## src/rtl/mac_pkg.sv

```systemverilog
// Shared constants and loader state type for the bit-serial MAC front end.
// The MAC array imports the same constants so both sides agree on widths.
package mac_pkg;

    localparam int NUM_MAC     = 32;
    localparam int BITS_IN     = 1;
    localparam int BITS_WEIGHT = 1;
    localparam int OUT_W       = BITS_IN + BITS_WEIGHT + $clog2(NUM_MAC) - 1;

    localparam int IN_W  = NUM_MAC * BITS_IN;
    localparam int WT_W  = NUM_MAC * BITS_WEIGHT;
    localparam int L_MAX = (IN_W > WT_W) ? IN_W : WT_W;
    localparam int CNT_W = $clog2(L_MAX + 1);

    typedef enum logic [1:0] {
        IDLE = 2'd0,
        LOAD = 2'd1,
        WAIT = 2'd2,
        CAPT = 2'd3
    } loader_state_e;

endpackage

```

## src/rtl/serial_shift_lane.sv

```systemverilog
// One serial-to-parallel lane: shifts right with the new bit entering at the MSB,
// so the first bit received ends up at bit 0. Freezes once WIDTH bits are in.
module serial_shift_lane #(
    parameter int WIDTH = 32
) (
    input  logic             CLK,
    input  logic             reset,
    input  logic             first,
    input  logic             en,
    input  logic             bit_in,
    output logic [WIDTH-1:0] par_next
);

    localparam int CW = $clog2(WIDTH + 1);

    logic [WIDTH-1:0] sr;
    logic [WIDTH:0]   cat;
    logic [WIDTH-1:0] shifted;
    logic [CW-1:0]    cnt;
    logic             full;
    logic             shifting;

    assign cat      = {bit_in, sr};
    assign shifted  = cat[WIDTH:1];
    assign full     = (cnt == CW'(WIDTH));
    // A new load restarts the fill count even if the lane was left full.
    assign shifting = en && (first || !full);
    // Contents as they will be after this edge, so the owner can copy a
    // completed vector on the same edge that takes the last bit.
    assign par_next = shifting ? shifted : sr;

    always_ff @(posedge CLK or posedge reset) begin
        if (reset) begin
            sr  <= '0;
            cnt <= '0;
        end else if (shifting) begin
            sr  <= shifted;
            cnt <= first ? CW'(1) : cnt + CW'(1);
        end
    end

endmodule

```

## src/rtl/mac_operand_loader.sv

```systemverilog
// Bit-serial loader for the binary MAC array: collects input/weight vectors, presents
// them packed, waits out the MAC register stage and returns the sum with a valid pulse.
module mac_operand_loader
    import mac_pkg::*;
(
    input  logic             CLK,
    input  logic             reset,
    input  logic             start,
    input  logic             keep_weight,
    input  logic             ser_in,
    input  logic             ser_w,
    output logic [IN_W-1:0]  in_packed,
    output logic [WT_W-1:0]  weight_packed,
    input  logic [OUT_W-1:0] mac_out,
    output logic [OUT_W-1:0] result,
    output logic             result_valid,
    output logic             busy,
    output logic [1:0]       dbg_state
);

    localparam logic [CNT_W-1:0] LEN_FULL = CNT_W'(L_MAX);
    localparam logic [CNT_W-1:0] LEN_IN   = CNT_W'(IN_W);

    loader_state_e    state;
    logic [CNT_W-1:0] cnt;
    logic             keep_lat;

    logic             accept;
    logic             keep_now;
    logic [CNT_W-1:0] len_now;
    logic             lane_en;
    logic             w_en;
    logic             last_bit;
    logic [IN_W-1:0]  in_next;
    logic [WT_W-1:0]  w_next;

    // keep_weight only counts on the accepting edge; afterwards the latched copy rules.
    assign accept   = (state == IDLE) && start;
    assign keep_now = accept ? keep_weight : keep_lat;
    assign len_now  = keep_now ? LEN_IN : LEN_FULL;
    assign lane_en  = accept || (state == LOAD);
    assign w_en     = lane_en && !keep_now;
    assign last_bit = (accept && (len_now == CNT_W'(1)))
                   || ((state == LOAD) && (cnt == len_now - CNT_W'(1)));
    assign dbg_state = state;

    serial_shift_lane #(.WIDTH(IN_W)) u_in_lane (
        .CLK      (CLK),
        .reset    (reset),
        .first    (accept),
        .en       (lane_en),
        .bit_in   (ser_in),
        .par_next (in_next)
    );

    serial_shift_lane #(.WIDTH(WT_W)) u_w_lane (
        .CLK      (CLK),
        .reset    (reset),
        .first    (accept),
        .en       (w_en),
        .bit_in   (ser_w),
        .par_next (w_next)
    );

    always_ff @(posedge CLK or posedge reset) begin
        if (reset) begin
            state         <= IDLE;
            cnt           <= '0;
            keep_lat      <= 1'b0;
            in_packed     <= '0;
            weight_packed <= '0;
            result        <= '0;
            result_valid  <= 1'b0;
            busy          <= 1'b0;
        end else begin
            result_valid <= 1'b0;
            case (state)
                IDLE: begin
                    if (start) begin
                        keep_lat <= keep_weight;
                        cnt      <= CNT_W'(1);
                        busy     <= 1'b1;
                        if (last_bit) begin
                            in_packed <= in_next;
                            if (!keep_now) weight_packed <= w_next;
                            state <= WAIT;
                        end else begin
                            state <= LOAD;
                        end
                    end
                end
                LOAD: begin
                    cnt <= cnt + CNT_W'(1);
                    // Packed outputs move only here, so the MAC never sees a partial vector.
                    if (last_bit) begin
                        in_packed <= in_next;
                        if (!keep_now) weight_packed <= w_next;
                        state <= WAIT;
                    end
                end
                WAIT: begin
                    state <= CAPT;
                end
                CAPT: begin
                    result       <= mac_out;
                    result_valid <= 1'b1;
                    busy         <= 1'b0;
                    state        <= IDLE;
                end
                default: begin
                    state <= IDLE;
                    busy  <= 1'b0;
                end
            endcase
        end
    end

endmodule

```

## config.mk

```make
export PLATFORM = sky130hd
export DESIGN_NAME = mac_operand_loader
export DESIGN_NICKNAME = d
export VERILOG_FILES = /design/src/rtl/mac_pkg.sv /design/src/rtl/serial_shift_lane.sv /design/src/rtl/mac_operand_loader.sv
export SDC_FILE = /design/constraint.sdc
export NUM_CORES = 1
export LEC_CHECK = 0
export CAP_MARGIN = 15
export CORE_MARGIN = 8
export CORE_UTILIZATION = 49
export DETAILED_ROUTE_END_ITERATION = 16
export PLACE_DENSITY = 0.79
export RECOVER_POWER = 100
export SYNTH_ARGS = -nofsm -noshare
export SYNTH_HDL_FRONTEND = slang
export SYNTH_SLANG_ARGS = --single-unit
```

## constraint.sdc

```tcl
create_clock -name CLK -period 9.6 [get_ports CLK]
set_input_delay 2.88 -clock CLK [delete_from_list [all_inputs] [get_ports CLK]]
set_output_delay 2.88 -clock CLK [all_outputs]
set_load 0.03 [all_outputs]
```

==> impl_metrics.tcl <==
set metrics [dict create \
    status "finished with violations" \
    violations "capacitance limit, slew limit" \
    yosysMostFrequentCell "dfrtp_1" \
    grt_max_degree 81 \
    hp-start "u_in_lane.sr[0]" \
    critPathRequiredTime_ns 10.02 \
    finalCritPeriodShare 0.625 \
    p_leak_uw 0.00361 \
    clockBufferDepth 2 \
    synth-seq-area-share 0.609 \
    die_x_um 131 \
    grt_pass1_wl_um 23000 \
    syn_nets 591 \
    first_pass_iters 4 \
    clock_tree.root_cell "clkbuf_16" \
    endpoint_kind "async pin" \
    synth_top_area_share 0.609 \
    die-area_um2 17100 \
    final_antenna_net_count 0 \
    grt_usage 0.172 \
    critPathLaunchType "input port" \
    nFillCells 1077 \
    grt-ovfl-total 0 \
    maxCapViolCount 2 \
    antenna_found_initial 0 \
    viasPerCell 5.45 \
    cts_buffers 17 \
    synthArstFlopShare 1.00 \
    multi_input_area_um2 2350 \
    fp.dieH_um 131 \
    setup_viol 0 \
    drv_slew 124 \
    synthDistinctLibCells 35 \
    io_buffers 85 \
    layout.nets 668 \
    cts.sinks 157 \
    insertion_delay_ns 0.43 \
    start_util 0.495 \
    path_class "in2async" \
    post-route-util 0.618 \
    path_clk_slew_ns 0.06 \
    cts_max_level 4 \
    synthFlopType "dfrtp_1" \
    synth_common_cells "157 x dfrtp_1, 116 x nand2_1, 44 x nor2_1" \
    num_vias 4560 \
    tightest_slew_ns 3.41 \
    yosys_warnings 0 \
    ys_seq_elements 157 \
    drive_above_1_share 0.123 \
    post_cts_resized 0 \
    hold_viol 0 \
    yosys.area.top_type "dfrtp_1" \
    place_congestion 0.780 \
    setup.worst_path.start "reset" \
    syn_to_final_growth_pct 24.7 \
    regArea_um2 3930 \
    r2r-start "dbg_state[1]" \
    skew_ns 0.00836 \
    rows 42 \
    wl_per_cell_um 16.4 \
    path_max_fanout 80 \
    synthesis.area_um2 6450 \
    p_per_area_nw_per_um2 285 \
    cp.arrival_ns 6.42 \
    hold_buffers 0 \
    relSlewSlack -1.28 \
    tritoncts "built" \
    synth_edf_count 0 \
    drtIter0Drc 418 \
    rsz0062_at_grt "no" \
    drc 0 \
    max_freq_mhz 167 \
    wl_um 13700 \
    grt_pass1_vias 4677 \
    cts_setup_buffers 0 \
    tns_ns 0 \
    yosys-top-cells-area "dfrtp_1 61%, mux2_2 6.8%, nand2_1 6.7%" \
    place_hpwl_um 8580 \
    period_needed_ns 6.00 \
    pin_count 86 \
    core_region_area_um2 13000 \
    synth_area_per_cell_um2 11.3 \
    peakVddDrop_uv 133 \
    hold_class "reg2reg" \
    syn_inst 569 \
]
## metal layers
layer,GRT usage,vias to the layer above,wire (um)
met2,0.280,93,7040
met1,0.211,2302,5740
li1,-,2149,-
met3,0.0499,16,706
met5,0,-,0
met4,0.0709,0,225
## path summary, 6_finish.rpt
kind                               endpoint  slack [ns]  depth (start not counted)
hold / removal              u_in_lane.sr[0]        0.49                          2
min in group asynchronous      in_packed[5]        3.89                          2
hold reg to reg             u_in_lane.sr[0]        0.49                          2
max in group CLK           weight_packed[4]        3.95                          6
setup reg to reg           weight_packed[4]        6.14                          7
setup / recovery           weight_packed[9]        3.60                          3
## through the flow
stage,hold WS (ns),area (um2),setup slack (ns),total power (uW),instances
after global routing,0.518,8050,2.92,2430,835
after detailed placement,0.469,7430,4.12,1640,801
after floorplan,0.432,6450,2.49,1440,569
after global placement,0.444,7430,4.16,1600,801
final,0.485,8050,3.60,2290,836
after CTS,0.490,8020,4.57,2320,833
## logic make-up (layout without fill, tap and decap cells)
family,after synthesis,in the layout,synth area share
simple gates,221,221,0.154
fa+ha+maj,10,10,0.0194
flops,157,157,0.609
xor+xnor,5,5,0.00679
other cells,0,1,0
buf+inv,44,134,0.0302
mux,45,45,0.0774
compound gates,87,87,0.104
## state kept, by name, summed over array words and instances, names as in the netlist
name           cells
result_valid       1
keep_lat           1
result             6
u_in_lane.cnt      6
cnt                6
dbg_state          2
u_w_lane.cnt       6
busy               1
u_in_lane.sr      32
in_packed         32
u_w_lane.sr       32
weight_packed     32
## area by class of cell
cell class                 instances  area share
multi-input combinational        368       0.292
clock inverter                    12      0.0168
sequential                       157       0.488
inverter                          10     0.00482
antenna                            1    0.000311
tap                              176      0.0274
clock buffer                      20      0.0567
timing repair buffer              92       0.114
## worst max-delay path, stage by stage
cell and delay [ns]:
dlygate4sd3_1 0.54, clkinvlp_2 1.91, buf_4 1.00
## power breakdown
group / internal [uW] / switching, uW
Combinational: 263 / 426
Sequential: 828 / 103
Clock: 398 / 273
Total: 1490 / 801
## layout by cell type (no fill, tap or decap), types with 10 or more instances in the layout
master         instances
a31oi_1               33
a32o_1                33
and2_1                32
clkbuf_16             17
dfrtp_1              157
dlygate4sd3_1         82
ha_1                  10
mux2_2                39
nand2_1              116
nor2_1                43
Power figures use the tool's default switching activity.
